===== src/rtl/stall_flush_ctrl.sv =====
// Pipeline stall/flush controller: prioritised hazard handling with a 4-state FSM.
// Optional stalled-cycle counter enabled by defining STALL_PERF_CNT_EN.
module stall_flush_ctrl #(
  parameter int unsigned STALL_W = 6,
  parameter int unsigned PC_W    = 32
) (
  input  logic               clk,
  input  logic               rst,
  input  logic               stallreq_from_id,
  input  logic               stallreq_from_ex,
  input  logic               ex_done,
  input  logic               stallreq_from_mem,
  input  logic               mem_ready,
  input  logic               excp_req,
  input  logic [PC_W-1:0]    excp_pc,
  output logic [STALL_W-1:0] stall,
  output logic               flush,
  output logic [PC_W-1:0]    new_pc,
  output logic [1:0]         ctrl_state,
  output logic [31:0]        stall_cnt
);

  typedef enum logic [1:0] {
    RUN      = 2'd0,
    EX_WAIT  = 2'd1,
    MEM_WAIT = 2'd2,
    FLUSH    = 2'd3
  } state_t;

  localparam logic [STALL_W-1:0] STALL_ID  = STALL_W'(3'b111);
  localparam logic [STALL_W-1:0] STALL_EX  = STALL_W'(4'b1111);
  localparam logic [STALL_W-1:0] STALL_MEM = STALL_W'(5'b11111);

  state_t            state_q, state_d;
  logic              flush_q;
  logic [PC_W-1:0]   new_pc_q;
  logic [STALL_W-1:0] stall_c;
  logic              capture_pc;

  always_comb begin
    state_d    = state_q;
    stall_c    = '0;
    capture_pc = 1'b0;
    case (state_q)
      RUN: begin
        if (excp_req) begin
          state_d    = FLUSH;
          capture_pc = 1'b1;
        end else if (stallreq_from_mem) begin
          stall_c = STALL_MEM;
          state_d = MEM_WAIT;
        end else if (stallreq_from_ex) begin
          stall_c = STALL_EX;
          state_d = EX_WAIT;
        end else if (stallreq_from_id) begin
          stall_c = STALL_ID;
        end
      end
      EX_WAIT: begin
        if (excp_req) begin
          state_d    = FLUSH;
          capture_pc = 1'b1;
        end else if (ex_done) begin
          state_d = RUN;
        end else begin
          stall_c = STALL_EX;
        end
      end
      MEM_WAIT: begin
        if (excp_req) begin
          state_d    = FLUSH;
          capture_pc = 1'b1;
        end else if (mem_ready) begin
          state_d = RUN;
        end else begin
          stall_c = STALL_MEM;
        end
      end
      FLUSH:   state_d = RUN;
      default: state_d = RUN;
    endcase
    // Reset masks the hold vector even though the FSM may still sit in a wait state.
    if (!rst) stall_c = '0;
  end

  always_ff @(posedge clk) begin
    if (!rst) begin
      state_q  <= RUN;
      flush_q  <= 1'b0;
      new_pc_q <= '0;
    end else begin
      state_q <= state_d;
      flush_q <= (state_d == FLUSH);
      if (capture_pc) new_pc_q <= excp_pc;
    end
  end

  assign stall      = stall_c;
  assign flush      = flush_q;
  assign new_pc     = new_pc_q;
  assign ctrl_state = state_q;

`ifdef STALL_PERF_CNT_EN
  logic [31:0] stall_cnt_q;

  always_ff @(posedge clk) begin
    if (!rst) begin
      stall_cnt_q <= '0;
    end else if ((stall_c != '0) && (stall_cnt_q != '1)) begin
      stall_cnt_q <= stall_cnt_q + 32'd1;
    end
  end

  assign stall_cnt = stall_cnt_q;
`else
  assign stall_cnt = '0;
`endif

endmodule


===== config.mk =====
export PLATFORM = sky130hd
export DESIGN_NAME = stall_flush_ctrl
export DESIGN_NICKNAME = d
export VERILOG_FILES = /design/src/rtl/stall_flush_ctrl.sv
export SDC_FILE = /design/constraint.sdc
export NUM_CORES = 1
export LEC_CHECK = 0
export CORE_ASPECT_RATIO = 1.2
export CORE_MARGIN = 2
export CORE_UTILIZATION = 40
export CTS_BUF_LIST = sky130_fd_sc_hd__clkbuf_4
export DETAILED_ROUTE_END_ITERATION = 16
export PLACE_DENSITY_LB_ADDON = 0.05
export REMOVE_ABC_BUFFERS = 1
export SLEW_MARGIN = 20
export SYNTH_ARGS = -nofsm -noshare
export SYNTH_HDL_FRONTEND = slang
export SYNTH_SLANG_ARGS = --single-unit

===== constraint.sdc =====
create_clock -name clk -period 2.71 [get_ports clk]
set_input_delay 0.542 -clock clk [delete_from_list [all_inputs] [get_ports clk]]
set_output_delay 0.542 -clock clk [all_outputs]
set_load 0.02 [all_outputs]

Word level (Yosys, flattened, before mapping):

Cells that the tools add are included.

* memory bits (read-only): 0
* latch bits: 0
* register bits: 35
* word-level logic and storage cells: 29
* bits in writable memories: 0
* memories kept: 0
* output and inout bits: 73

* div/mod/pow operators: 0
* shifts and indexed selects: 0
* order comparisons: 0
* reductions and logical operators: 2
* equality and inequality tests: 4
* $add $sub $neg: 0
* multiplexer cells: 20
* multipliers: 0
* bitwise logic cells: 0

Operator list (number)
* $mux W5: 4
* $pmux W5 S3: 1
* $mux W2: 7
* $mux W4: 3
* $pmux W2 S4: 1
* $eq A2 B2 Y1 const B: 3
* $mux W6: 1
* $mux W3: 1
* $reduce_or A3 Y1: 1
* $eq A2 B1 Y1 const B: 1
* $logic_not A2 Y1: 1
* $mux W1: 2

Logic depth before layout (Yosys ltp):

* word-level depth: 6
* gate-level depth with buffers: 5
* mapped depth without buffers: 3

Least setup slack after synthesis:

OpenSTA, ideal clock, no wires.

* path type: flip-flop to output port
* from: reg state_q[1] (netlist: ctrl_state[1])
* to: out stall[1]
* path buffers: 2
* arrival time: 1649 ps
* stages on the path, launching flop included: 6
* path slack: 519 ps
* data required time: 2168 ps
* cells stage by stage: dfxtp_1 -> buf_6 -> nor3_1 -> a221o_1 -> a21oi_1 -> buf_4

* longest elaborated chain between the ends: 3
* elaborated cells between the ends (all ways): 5

RTL lines
* from (decl): line 34 `state_t state_q, state_d;`
* from (signal assigned): line 92 `state_q <= state_d;`
* $eq A2 B2 Y1 (tied with other cells): line 44 `case (state_q)`
* $pmux W5 S3 (*): line 44
* $mux W6 (*): line 83 `if (!rst) stall_c = '0;`
* to (decl): line 16 `output logic [STALL_W-1:0] stall,`

Every way passes the cells marked *; elsewhere a longest branch is shown, timed or not.

Worst setup path in the final report:

* from: in stallreq_from_mem
* to: out stall[2]

* longest elaborated chain between the ends: 4

RTL lines
* from (decl): line 12 `input logic stallreq_from_mem,`
* $mux W5: line 49 `end else if (stallreq_from_mem) begin`
* $mux W5: line 46 `if (excp_req) begin`
* $pmux W5 S3: line 44
* $mux W6: line 83

No other way between the ends.

==> impl_metrics.toml <==
[run_status]
status = "finished, final reports clean"

[hold_path]
hold_class = "register to register"

[critical_path]
endpoint_kind = "output pin"
crit_required_ns = 2.17
cp.arrival_ns = 1.97
max_stage_delay_ns = 0.48
start_kind = "input pin"
critPathKind = "input pin to output pin"
cp_cell_sequence = "clkdlybuf4s50_1 -> nor3_1 -> a221o_1 -> a21oi_1 -> dlygate4sd2_1"
crit_slowest_cell = "clkdlybuf4s50_1"
path_max_fanout = 3

[cts]
clk_latency_ns = 0.33
cts.htree.levels = 2
clkTransAtPathRegs_ns = 0.10
cts_root_buffer = "clkbuf_4"
cts_max_path_buffers = 2
hold_buffers = 0
cts_tree = "built"
cts.sinks = 35
post_cts_buffers = 0
cts_buffers = 5

[power]
p_sw_frac = 0.3094
ir_worst_vdd_mv = 0.2783
p_clk_frac = 0.231
power_switching_uw = 355.4
power.share.combinational = 0.275
seqPwrFrac = 0.494
p_per_area_mw_per_mm2 = 466.2
p_int_uw = 793.2
leakage_uw = 0.001026

[placed_design]
io_buffers = 79
place_congestion = 0.6702
place_hpwl_mm = 2.642
dp_cells = 322

[drt]
drtAntennaViolNets = 0
wl_per_cell_um = 11.07
wl_mm = 3.653
dr.pass1.iters = 4
vias = 1379
drtIter0Drc = 37
drc = 0
vias_per_cell = 4.179

[global_route]
grt.overflow.total = 0
antenna_found_initial = 0
grt_pass1_wl_mm = 5.796
grt.total_usage = 0.1490
grt_pass1_vias = 1228
grt_max_degree = 36

[timing]
maxSlewHeadroom = 0.5864
holdWs_ns = 0.4560
setup_viol = 0
min_period_over_period = 0.9281
max_freq_ghz = 0.3976
post-route-min-period_ns = 2.515
timing_max_transition_violations_final = 0
finalSetupTns_ns = 0
worst-slew-pin-transition_ns = 0.6204
rsz0062_at_grt = "no"
fin_skew_ns = 0.002551
timing.final.hold_violations = 0

[yosys]
yosys.cell_types.count = 25
synth_fa_ha_area_frac = 0
synth-seq-area-share = 0.4003
synthCells = 198
synthXorXnorAreaFrac = 0
synth_mux_area_frac = 0
synth_top_family_by_area = "compound AO/OA/AOI/OAI gates"
synth_compound_area_frac = 0.2244
synthFlopType = "dfxtp_1"
synth-simple-area-share = 0.1744
ys_seq_elements = 35
netlist_area_sq_mm = 0.001750
avgSynthCellArea_sq_um = 8.841
async_flop_share = 0
ys_warn_count = 0
synth-edff-count = 0

[floorplanning]
coreArea_sq_mm = 0.004229
initial_core_util = 0.4139
die_x_um = 64.39
placementRows = 26
die_area_sq_mm = 0.004924
io_pins = 113
dieHeight_um = 76.47

[layout]
drive_above_1_share = 0.1314
nets = 313
areaGrowthSynthToFinish_pct = 40.74
fin_cells = 330
final_cell_mix = "74 x clkdlybuf4s50_1, 62 x nand2_1, 35 x dfxtp_1"
n_antenna_cell = 0
layout_commonest_cell = "clkdlybuf4s50_1"

[job]
drv_cap = 0
-- final timing paths --
path	slack, ns	start	depth (start not counted)	endpoint
max	0.19	stallreq_from_mem	5	stall[2]
min reg2reg	0.46	new_pc[6]	2	new_pc[6]
min	0.46	new_pc[6]	2	new_pc[6]
max reg2reg	1.18	ctrl_state[1]	3	new_pc[11]
-- power by group through the flow --
stage               registers (uW)  clock network (uW)  logic, uW
floorplan                      618                   0        126
global route                   572                 308        340
CTS                            568                 287        321
finish                         567                 265        316
detailed placement             580                   0        322
global placement               578                   0        321
-- sequential cells by signal, indices dropped and copies added, names as in the netlist --
signal / flops
ctrl_state: 2
flush: 1
new_pc: 32
-- synthesized netlist by cell type (2+ instances only) --
library cell | number | area share
a21oi_1 | 3 | 0.0086
a21boi_2 | 20 | 0.13
a21boi_0 | 3 | 0.013
nand2_1 | 62 | 0.13
clkbuf_1 | 3 | 0.0064
buf_6 | 4 | 0.026
buf_4 | 37 | 0.16
dfxtp_1 | 35 | 0.40
nand2_2 | 3 | 0.011
buf_2 | 2 | 0.0057
a21boi_1 | 10 | 0.043
nor2_1 | 2 | 0.0043
nand2b_1 | 2 | 0.0071
-- critical path, delay by kind of cell --
kind                   cells  cell delay [ns]
AO/OA/AOI/OAI              2             0.52
AND/OR/NAND/NOR            1             0.07
buffers and inverters      2             0.83
-- area by class of cell --
| type | instances | area [sq um] |
|---|---|---|
| fillers | 429 | 1765 |
| multi-input cells | 148 | 822.0 |
| repair buffers | 82 | 814.5 |
| flip-flops and latches | 35 | 700.7 |
| well taps | 56 | 70.07 |
| clock buffers | 5 | 37.54 |
| clock inverters | 3 | 15.01 |
| inverters | 1 | 3.754 |
-- metrics by stage --
| stage | util | cell area, sq um | total power [uW] | setup slack (ns) |
|---|---|---|---|---|
| after floorplan | - | 1526 | 743.6 | 0.1964 |
| after global placement | 0.5698 | 2410 | 899.7 | -0.08844 |
| after detailed placement | 0.5698 | 2410 | 901.2 | -0.1028 |
| after CTS | 0.5814 | 2459 | 1176 | 0.02914 |
| after global routing | 0.5825 | 2464 | 1221 | 0.1214 |
| final | 0.5825 | 2464 | 1149 | 0.1948 |
-- kinds of logic after synthesis --
kind of cell,count (synthesis)
other cells,1
compound gates,41
flops,35
buf+inv,47
simple gates,74
-- repair_timing --
action | CTS | global route
endpoints found under the setup margin | 3 | 2
gates resized for setup | 3 | 2
cloned | 0 | 0
-- routing by layer --
layer / GRT usage / vias up / part of all wire
li1: - / 715 / -
met1: 0.1676 / 616 / 0.39
met2: 0.2552 / 44 / 0.52
met3: 0.06056 / 4 / 0.080
met4: 0.04468 / 0 / 0.010
met5: 0 / - / 0
(Power assumes the default switching activity.)
